<file path="src/rtl/mem_arb_pkg.sv">
// Shared types and constants for the memory port arbiter.
package mem_arb_pkg;

    typedef enum logic [1:0] {
        StIdle,
        StIssue,
        StWait,
        StResp
    } arb_state_e;

    // Requester ids; also the encoding of owner and last_gnt.
    localparam logic REQ_IF = 1'b0;
    localparam logic REQ_DM = 1'b1;

endpackage

</file>
<file path="src/rtl/rr_pick2.sv">
// Combinational 2-way round-robin picker: a lone requester wins, on a tie the
// requester not granted last wins.
module rr_pick2 import mem_arb_pkg::*; (
    input  logic       req_if_i,
    input  logic       req_dm_i,
    input  logic       last_gnt_i,
    output logic [1:0] gnt_o       // bit 0 = IF, bit 1 = DM
);

    // One-hot pick from the current requests and the previous winner.
    always_comb begin
        gnt_o = 2'b00;
        if (req_if_i && req_dm_i) begin
            gnt_o = (last_gnt_i == REQ_IF) ? 2'b10 : 2'b01;
        end else if (req_if_i) begin
            gnt_o = 2'b01;
        end else if (req_dm_i) begin
            gnt_o = 2'b10;
        end
    end

endmodule

</file>
<file path="src/rtl/mem_port_arbiter.sv">
// Shares one fixed-latency memory port between instruction fetch and data
// memory; one outstanding access, round-robin on ties, pipeline stall output.
module mem_port_arbiter import mem_arb_pkg::*; #(
    parameter int unsigned MEM_LAT = 2,
    parameter int unsigned ADDR_W  = 32,
    parameter int unsigned DATA_W  = 32
) (
    input  logic              clk_i,
    input  logic              rst_i,
    input  logic              if_req_i,
    input  logic [ADDR_W-1:0] if_addr_i,
    output logic              if_gnt_o,
    output logic              if_valid_o,
    output logic [DATA_W-1:0] if_rdata_o,
    input  logic              dm_req_i,
    input  logic              dm_we_i,
    input  logic [ADDR_W-1:0] dm_addr_i,
    input  logic [DATA_W-1:0] dm_wdata_i,
    output logic              dm_gnt_o,
    output logic              dm_valid_o,
    output logic [DATA_W-1:0] dm_rdata_o,
    output logic              mem_req_o,
    output logic              mem_we_o,
    output logic [ADDR_W-1:0] mem_addr_o,
    output logic [DATA_W-1:0] mem_wdata_o,
    input  logic [DATA_W-1:0] mem_rdata_i,
    output logic              stall_o
);

    localparam int unsigned    CntW    = $clog2(MEM_LAT + 1);
    localparam logic [CntW-1:0] CntLoad = CntW'(MEM_LAT - 1);

    arb_state_e        state_q;
    logic              owner_q;
    logic              last_gnt_q;
    logic              we_q;
    logic [ADDR_W-1:0] addr_q;
    logic [DATA_W-1:0] wdata_q;
    logic [CntW-1:0]   cnt_q;
    logic              mem_req_q;
    logic              if_valid_q;
    logic              dm_valid_q;
    logic [DATA_W-1:0] if_rdata_q;
    logic [DATA_W-1:0] dm_rdata_q;

    logic [1:0] pick;
    logic       idle;
    logic       gnt_if;
    logic       gnt_dm;

    rr_pick2 u_pick (
        .req_if_i   (if_req_i),
        .req_dm_i   (dm_req_i),
        .last_gnt_i (last_gnt_q),
        .gnt_o      (pick)
    );

    // Grants only in IDLE; gated by reset so every output is 0 while held.
    always_comb begin
        idle   = (state_q == StIdle);
        gnt_if = pick[0] & idle & rst_i;
        gnt_dm = pick[1] & idle & rst_i;
    end

    // Sequencer: latch the winner, strobe memory, count latency, respond.
    always_ff @(posedge clk_i or negedge rst_i) begin
        if (!rst_i) begin
            state_q    <= StIdle;
            owner_q    <= REQ_IF;
            last_gnt_q <= REQ_IF;
            we_q       <= 1'b0;
            addr_q     <= '0;
            wdata_q    <= '0;
            cnt_q      <= '0;
            mem_req_q  <= 1'b0;
            if_valid_q <= 1'b0;
            dm_valid_q <= 1'b0;
            if_rdata_q <= '0;
            dm_rdata_q <= '0;
        end else begin
            mem_req_q  <= 1'b0;
            if_valid_q <= 1'b0;
            dm_valid_q <= 1'b0;
            unique case (state_q)
                StIdle: begin
                    if (gnt_if || gnt_dm) begin
                        owner_q    <= gnt_dm ? REQ_DM : REQ_IF;
                        last_gnt_q <= gnt_dm ? REQ_DM : REQ_IF;
                        we_q       <= gnt_dm & dm_we_i;
                        addr_q     <= gnt_dm ? dm_addr_i : if_addr_i;
                        wdata_q    <= gnt_dm ? dm_wdata_i : '0;
                        mem_req_q  <= 1'b1;
                        state_q    <= StIssue;
                    end
                end
                StIssue: begin
                    cnt_q   <= CntLoad;
                    state_q <= StWait;
                end
                StWait: begin
                    if (cnt_q == '0) begin
                        // Writes leave the requester's rdata untouched.
                        if (!we_q) begin
                            if (owner_q == REQ_DM) dm_rdata_q <= mem_rdata_i;
                            else                   if_rdata_q <= mem_rdata_i;
                        end
                        if (owner_q == REQ_DM) dm_valid_q <= 1'b1;
                        else                   if_valid_q <= 1'b1;
                        state_q <= StResp;
                    end else begin
                        cnt_q <= cnt_q - CntW'(1);
                    end
                end
                StResp: begin
                    state_q <= StIdle;
                end
                default: begin
                    state_q <= StIdle;
                end
            endcase
        end
    end

    // Output drive from the registered state.
    always_comb begin
        if_gnt_o    = gnt_if;
        dm_gnt_o    = gnt_dm;
        if_valid_o  = if_valid_q;
        dm_valid_o  = dm_valid_q;
        if_rdata_o  = if_rdata_q;
        dm_rdata_o  = dm_rdata_q;
        mem_req_o   = mem_req_q;
        mem_we_o    = we_q;
        mem_addr_o  = addr_q;
        mem_wdata_o = wdata_q;
        stall_o     = rst_i & ((if_req_i & ~if_valid_q) | (dm_req_i & ~dm_valid_q));
    end

endmodule

</file>
<file path="config.mk">
export PLATFORM = sky130hd
export DESIGN_NAME = mem_port_arbiter
export DESIGN_NICKNAME = d
export VERILOG_FILES = /design/src/rtl/mem_arb_pkg.sv /design/src/rtl/rr_pick2.sv /design/src/rtl/mem_port_arbiter.sv
export SDC_FILE = /design/constraint.sdc
export NUM_CORES = 1
export LEC_CHECK = 0
export ABC_AREA = 1
export CAP_MARGIN = 20
export CORE_UTILIZATION = 46
export CTS_BUF_LIST = sky130_fd_sc_hd__clkbuf_8
export CTS_CLUSTER_DIAMETER = 100
export DETAILED_ROUTE_END_ITERATION = 8
export GPL_TIMING_DRIVEN = 0
export HOLD_SLACK_MARGIN = 0.06
export MAX_ROUTING_LAYER = met4
export PLACE_DENSITY = 0.88
export SLEW_MARGIN = 5
export SYNTH_ARGS = -nofsm -noshare
export SYNTH_HDL_FRONTEND = slang
export SYNTH_SLANG_ARGS = --single-unit
</file>
<file path="constraint.sdc">
create_clock -name clk_i -period 4.25 [get_ports clk_i]
set_clock_uncertainty 0.2 [all_clocks]
set_input_delay 0.425 -clock clk_i [delete_from_list [all_inputs] [get_ports clk_i]]
set_output_delay 0.425 -clock clk_i [all_outputs]
set_load 0.02 [all_outputs]
</file>
-- Yosys cells after proc, flatten, opt, wreduce, memory -nomap -nowiden
Cells that the tools add are included.
- $add $sub $neg: 1
- eq/ne operators: 6
- mux-type cells: 20
- bitwise operators: 13
- reduce and logical (&&, ||, !) cells: 10
- operator list (kind ; count):
    32-bit 2-to-1 mux ; 2
    2-bit 2-to-1 mux ; 7
    1-bit 2-to-1 mux ; 9
    1-bit AND ; 8
    2-bit one-hot mux with 4 select lines ; 1
    4-bit AND reduction ; 2
    2-bit AND reduction ; 3
    2-bit equality test, second input constant ; 2
    2-bit logical NOT ; 2
    2-bit != test, second input constant ; 2
    1-bit NOT ; 4
    2-bit one-hot mux with 2 select lines ; 1
    2-bit by 1-bit equality test with 1-bit output, second input constant ; 1
    2-bit by 1-bit != test with 1-bit output, second input constant ; 1
    2-bit nonzero test ; 1
    2-bit by 1-bit subtractor with 2-bit output, second input constant ; 1
    1-bit logical AND ; 1
    1-bit logical OR ; 1
    1-bit OR ; 1
- bits in registers: 137
- word-level logic and storage cells: 61

-- Longest topological paths before layout
Gate-level depths: netlist of run 1.
- depth after elaboration: 8
- mapped depth: 12

-- Modules after synthesis
Synthesis of run 1 repeated with hierarchy kept, for this count alone.
- cell total of the unflattened synthesis: 604
- area total of the unflattened synthesis: 5616.6 µm²
- by module, submodules not included (module ; instances ; cells an instance ; area each (µm²) ; seq. area each (µm²)):
    mem_port_arbiter ; 1 ; 599 ; 5595.4 ; 3428.3
    rr_pick2 ; 1 ; 5 ; 21.3 ; 0.0

-- Worst setup path before layout of run 1
Ideal clock, no wire load.
- path type: register to output
- start point: reg state_q[0]
- end point: out dm_gnt_o
- arrival time: 1215 ps
- required time: 3625 ps
- path slack: 2410 ps
- stages on the path, launching flop included: 9
- buffers on the path: 2
- cell sequence: dfrtp_1 > inv_1 > ha_1 > inv_1 > nor2_2 > nand2_2 > inv_2 > buf_6 > buf_4
- longest elaborated chain between the ends: 3
- ends and longest elaborated chain (what ; line ; text):
    from (decl) ; mem_port_arbiter.sv:33 ; arb_state_e state_q;
    from (signal assigned) ; mem_port_arbiter.sv:68 ; state_q <= StIdle;
    from (signal assigned) ; mem_port_arbiter.sv:93 ; state_q <= StIssue;
    from (signal assigned) ; mem_port_arbiter.sv:98 ; state_q <= StWait;
    2-bit logical NOT ; mem_port_arbiter.sv:60 ; idle = (state_q == StIdle);
    1-bit AND (2 in a row) ; mem_port_arbiter.sv:62 ; gnt_dm = pick[1] & idle & rst_i;
    to (decl) ; mem_port_arbiter.sv:19 ; output logic dm_gnt_o,
No other way between the ends.

-- Worst setup path in the final report of run 1
- start point: in rst_i
- end point: out dm_gnt_o
- longest elaborated chain between the ends: 1
- ends and longest elaborated chain (what ; line ; text):
    from (decl) ; mem_port_arbiter.sv:9 ; input logic rst_i,
    1-bit AND ; mem_port_arbiter.sv:62 ;
No other way between the ends.

==> flow_metrics.tcl, run 1 <==
set metrics [dict create \
    drive_above_1_share_pct 7.19 \
    setup_viol 0 \
    final_common_cell "nand2_1" \
    drt_iter0_drc 253 \
    cts_tree "yes" \
    routabilityCongestion 0.797 \
    synth.top_cell.area_share_pct 59.7 \
    grt_antenna_before_repair 0 \
    rsz0062_at_grt "no" \
    grt_first_pass_wirelength_um 26600 \
    finalNonFillerCells 1142 \
    cts_buffer_depth 2 \
    arrival_ns 3.32 \
    end_kind "output port" \
    cts_resized 0 \
    start_kind "input port" \
    worstSetupPathType "in2out" \
    clk_latency_ns 0.43 \
    io_pins 268 \
    drv_cap 0 \
    grt_pass1_vias 5415 \
    p_per_area_mw_per_mm2 738 \
    wl_per_cell_um 15.1 \
    nets 1099 \
    fin_area_mm2 0.00912 \
    maxSlewViolCount 0 \
    clock.fmax_mhz 254 \
    synth-seq-area-share_pct 59.7 \
    slew_headroom_pct 66.7 \
    die_h_um 114 \
    clkSinkCount 137 \
    hold_class "reg2reg" \
    worst_pin_slew_ns 0.499 \
    status "completed" \
    dieArea_mm2 0.0129 \
    ant_nets 0 \
    crit_top_cell "buf_6" \
    io_buffers 267 \
    syn_inst 673 \
    critPathRequiredTime_ns 3.62 \
    placeableCoreArea_mm2 0.0121 \
    path_cells "dlygate4sd3_1 -> buf_6 -> buf_16 -> nand2_1 -> nor2_2 -> nand2_2 -> inv_2 -> buf_6 -> buf_4 -> clkdlybuf4s50_1" \
    cpPeakStageDelay_ns 0.62 \
    detailed_place_hpwl_um 12700 \
    place_ws_ns 0.818 \
    vias 5479 \
    total_power_mw 6.73 \
    synthAdderAreaFrac_pct 1.09 \
    synth-compound-area-share_pct 6.21 \
    wl_um 17200 \
    root_buffer "clkbuf_8" \
    setup_tns_ns 0 \
    n_antenna_cell 0 \
    power_leakage_nw 4.57 \
    synth-seq-cells 137 \
    track_usage_pct 27.7 \
    crit_buf_inv 7 \
    cp_max_fo 89 \
    dpl_cell_area_mm2 0.00866 \
    drc 0 \
    synth_xor_area_share_pct 0 \
    crit_family "buffers and inverters" \
    synth_area_leaders "dfrtp_1 (60%), nand2_1 (22%), o21ai_0 (4.2%)" \
    syn_nets 811 \
    slowest_stage "clkdlybuf4s50_1" \
    avgSynthCellArea_um2 8.54 \
    start_util_pct 47.4 \
    h-tree-depth 4 \
    synthMuxAreaShare_pct 0 \
    grt_overflow_total 0 \
    rows 40 \
    cts_buffers 17 \
    dr.pass1.iters 4 \
    synthToLayoutAreaGrowth_pct 58.8 \
    utilization_pct 75.3 \
    dp_cells 1109 \
    synthSimpleGateAreaFrac_pct 26.1 \
    clkSlewWorstSetupHoldPaths_ns 0.07 \
    vdd_drop_max_mv 0.502 \
    yosysUniqueCellTypes 19 \
    syn_area_mm2 0.00575 \
    yosys_warnings 0 \
    fin_crit_sh_pct 92.8 \
    die_w_um 114 \
    synth_top_family_by_area "simple AND/OR/NAND/NOR gates" \
    grt_max_degree 90 \
    hold_viol 0 \
    yosys.area.top_type "dfrtp_1" \
    setup_ws_ns 0.305 \
    layout_common_cells "nand2_1 (334), clkdlybuf4s50_1 (266), dfrtp_1 (137), o21ai_0 (48), inv_1 (42)" \
    viasPerCell 4.80 \
    fin_crit_ns 3.94 \
    hold_slack_ns 0.275 \
]
timing repair:
action / in CTS / in global routing
buffers inserted: 0 / 0
setup endpoints to repair: 0 / 0
hold buffers: 1 / 0
hold endpoints to repair: 50 / 0
kinds of logic (layout without fill, tap and decap cells):
| family | after synthesis | in the layout |
|---|---|---|
| AO/OA/AOI/OAI | 71 | 71 |
| adder cells (fa/ha/maj) | 5 | 5 |
| buffers and inverters | 80 | 381 |
| flip-flops | 137 | 137 |
| AND/OR/NAND/NOR | 380 | 380 |
report_power, final:
part	switching (mW)	total [mW]	leakage, nW	internal (mW)
sequential	0.348	2.26	1.70	1.91
clock	0.495	1.20	0.234	0.702
combinational	1.78	3.27	2.63	1.49
total	2.63	6.73	4.57	4.10
synth_stat cells:
cell / n
buf_2: 9
ha_1: 5
nand2_1: 334
nor2_2: 4
o21ai_0: 48
dfrtp_1: 137
nand2_4: 1
inv_1: 41
a21oi_1: 1
o21ai_1: 21
o22ai_1: 1
inv_2: 3
or2_2: 1
buf_6: 8
nand2_2: 4
clkbuf_1: 12
nand3_1: 36
inv_4: 1
buf_4: 6
cell type report:
| class | instances | area, um^2 |
|---|---|---|
| sequential | 137 | 3430 |
| buffer | 35 | 225 |
| clock inverter | 11 | 168 |
| tap | 168 | 210 |
| clock buffer | 21 | 289 |
| multi-input combinational | 456 | 1920 |
| fill | 869 | 2990 |
| inverter | 45 | 171 |
| timing repair buffer | 269 | 2710 |
state kept, by name (all words and copies together), names as in the netlist:
register	count
mem_addr_o	32
last_gnt_q	1
mem_we_o	1
dm_valid_o	1
dm_rdata_o	32
mem_wdata_o	32
if_rdata_o	32
mem_req_o	1
if_valid_o	1
cnt_q	2
state_q	2
worst paths after layout:
| kind | from | endpoint | slack (ns) | cells after the start |
|---|---|---|---|---|
| min reg2reg | mem_wdata_o[27] | mem_wdata_o[27] | 0.27 | 2 |
| max | rst_i | dm_gnt_o | 0.31 | 10 |
| min in group asynchronous | rst_i | dm_rdata_o[27] | 0.31 | 2 |
| max reg2reg | state_q[0] | if_rdata_o[17] | 2.27 | 8 |
| max in group asynchronous | rst_i | mem_wdata_o[26] | 2.76 | 3 |
| min | mem_wdata_o[27] | mem_wdata_o[27] | 0.27 | 2 |
layer usage:
metal | vias up | track usage, % | share of wire, %
met1 | 2563 | 29.9 | 39
met2 | 236 | 46.0 | 48
met4 | 0 | 10.6 | 2.0
met5 | - | - | 0
met3 | 25 | 10.7 | 11
li1 | 2655 | - | -
worst reg2reg max path, delay by kind of cell, from the launching register on:
| family | cells | cell delay (ns) |
|---|---|---|
| AOI/OAI and AO/OA | 1 | 0.11 |
| adders and majority gates | 1 | 0.23 |
| buffers and inverters | 2 | 0.49 |
| DFF | 1 | 0.38 |
| and+or+nand+nor | 4 | 0.49 |
(Power assumes the default switching activity.)
==> run 2, diff against run 1 <==
--- a/config.mk
+++ b/config.mk
@@ -8,5 +8,5 @@
 export ABC_AREA = 1
 export CAP_MARGIN = 20
-export CORE_UTILIZATION = 46
+export CORE_UTILIZATION = 30
 export CTS_BUF_LIST = sky130_fd_sc_hd__clkbuf_8
 export CTS_CLUSTER_DIAMETER = 100
@@ -15,5 +15,4 @@
 export HOLD_SLACK_MARGIN = 0.06
 export MAX_ROUTING_LAYER = met4
-export PLACE_DENSITY = 0.88
 export SLEW_MARGIN = 5
 export SYNTH_ARGS = -nofsm -noshare
--- a/constraint.sdc
+++ b/constraint.sdc
@@ -3,3 +3,3 @@
 set_input_delay 0.425 -clock clk_i [delete_from_list [all_inputs] [get_ports clk_i]]
 set_output_delay 0.425 -clock clk_i [all_outputs]
-set_load 0.02 [all_outputs]
+set_load 0.005 [all_outputs]
==> flow_metrics.tcl, run 2 (same netlist as run 1, synthesis figures left out) <==
set metrics [dict create \
    nFillCells 1831 \
    seqCellArea_mm2 0.00343 \
    wl_um 17900 \
    setup_viol 0 \
    grt_overflow_total 0 \
    clock.fmax_mhz 282 \
    setup_tns_ns 0 \
    multi_input_area_mm2 0.00192 \
    use_met3_pct 7.04 \
    n_antenna_cell 0 \
    layout_common_cells "nand2_1 (334), clkdlybuf4s50_1 (266), dfrtp_1 (137), o21ai_0 (48), inv_1 (41)" \
    cts_buffers 17 \
    rows 50 \
    met1_usage_pct 24.0 \
    rrSetupSlack_ns 2.28 \
    vdd_drop_max_mv 0.316 \
    grt_max_degree 85 \
    utilization_pct 48.8 \
    io_pins 268 \
    io_buffers 267 \
    end_kind "output port" \
    track_usage_pct 19.1 \
    die_h_um 140 \
    cts_resized 0 \
    p_per_area_mw_per_mm2 646 \
    met2_usage_pct 28.7 \
    dieArea_mm2 0.0197 \
    clk_latency_ns 0.44 \
    slew_headroom_pct 63.1 \
    root_buffer "clkbuf_8" \
    holdPathEnd "mem_wdata_o[10]" \
    vias 5333 \
    wl_per_cell_um 14.8 \
    hold_class "reg2reg" \
    min_delay_path_depth 2 \
    cts_buffer_depth 2 \
    routabilityCongestion 0.797 \
    cp_max_fo 56 \
    grt_first_pass_wirelength_um 27900 \
    hold_viol 0 \
    drc 0 \
    dr.pass1.iters 4 \
    maxSlewViolCount 0 \
    clkSlewWorstSetupHoldPaths_ns 0.07 \
    rsz0062_at_grt "no" \
    fin_crit_sh_pct 83.4 \
    arrival_ns 2.92 \
    start_util_pct 30.6 \
    rr_worst_depth 8 \
    drive_above_1_share_pct 7.29 \
    drv_cap 0 \
    viasPerCell 4.41 \
    hp-start "mem_wdata_o[10]" \
    power_leakage_nw 4.53 \
    die_w_um 140 \
    synthToLayoutAreaGrowth_pct 59.3 \
    cts_hold_buf 1 \
    total_power_mw 5.91 \
    worstSetupPathType "in2out" \
    cts_setup_buffers 0 \
    r2r_start "state_q[0]" \
    status "completed" \
    critPathRequiredTime_ns 3.62 \
    detailed_place_hpwl_um 13100 \
    final_common_cell "nand2_1" \
    drt_iter0_drc 192 \
    grt_antenna_before_repair 0 \
    grt.busiest_layer "met2" \
    start_kind "input port" \
    h-tree-depth 4 \
    fin_crit_ns 3.54 \
    grt_pass1_vias 5119 \
    clkSinkCount 137 \
    cts_tree "yes" \
    ant_nets 0 \
    nets 1099 \
    r2r-end "dm_rdata_o[27]" \
    worst_pin_slew_ns 0.554 \
    placeableCoreArea_mm2 0.0188 \
]
[run 2: cell count changes in the layout (fill, tap and decap cells not counted), sizes merged]
cell	change
bufinv	-2
clkbuf	-4
clkinv	+1
clkinvlp	+2
inv	+3
[run 2: area by class of cell]
class                           instances  area share, %
Multi-Input combinational cell        456           21.0
Inverter                               45           1.87
Sequential cell                       137           37.5
Clock inverter                         15           1.82
Timing Repair Buffer                  269           29.6
Buffer                                 35           2.46
Tap cell                              234           3.20
Clock buffer                           17           2.56
[run 2: report_power, final]
| group | leakage, nW | switching, mW | internal [mW] |
|---|---|---|---|
| Clock | 0.194 | 0.562 | 0.532 |
| Sequential | 1.70 | 0.338 | 1.91 |
| Combinational | 2.63 | 1.09 | 1.48 |
[run 2: stage by stage]
stage               setup slack, ns  cells  hold slack [ns]  instance area, um^2
finish                        0.707   1208            0.272                 9150
global route                  0.475   1208            0.293                 9150
CTS                           0.618   1208            0.278                 9150
detailed placement             1.18   1175            0.227                 8740
global placement              -4.38   1174            0.253                 8710
floorplan                      2.44    673          -0.0706                 5750
[run 2: worst max-delay path by stage]
stage	startpoint	end	slack, ns	cells after the start
finish	rst_i	dm_gnt_o	0.71	9
global route	rst_i	dm_gnt_o	0.47	9
CTS	rst_i	dm_gnt_o	0.62	9
detailed placement	rst_i	dm_gnt_o	1.18	8
global placement	rst_i	dm_gnt_o	-4.38	8
floorplan	state_q[0]	dm_gnt_o	2.44	8
[run 2: per-layer routing]
metal | vias up | part of all wire (%)
met5 | - | 0
met4 | 0 | 1.3
met3 | 16 | 9.9
met2 | 230 | 44
met1 | 2432 | 45
li1 | 2655 | -
[run 2: critical path, cell delays in order]
cell             delay, ns
dlygate4sd3_1         0.54
buf_6                 0.43
nand2_1               0.20
nor2_2                0.16
nand2_2               0.15
inv_2                 0.11
buf_6                 0.17
buf_4                 0.19
clkdlybuf4s50_1       0.51
==> run 3, diff against run 2 <==
Clock period 4.25 ns to 3.7 ns, I/O delays scaled along.
==> results of run 3 <==
Same layout as run 2 (identical final DEF). Status: completed.
Among the figures that moved: setup slack after placement 1.18 ns -> 0.743 ns; clock-pin slew on the worst setup and hold paths 0.07 ns -> 0.08 ns; setup slack after layout 0.707 ns -> 0.267 ns; hold slack 0.272 ns -> 0.234 ns; register-to-register setup slack 2.28 ns -> 1.73 ns; total power 5.91 mW -> 6.78 mW; worst IR drop on VDD 0.316 mV -> 0.363 mV
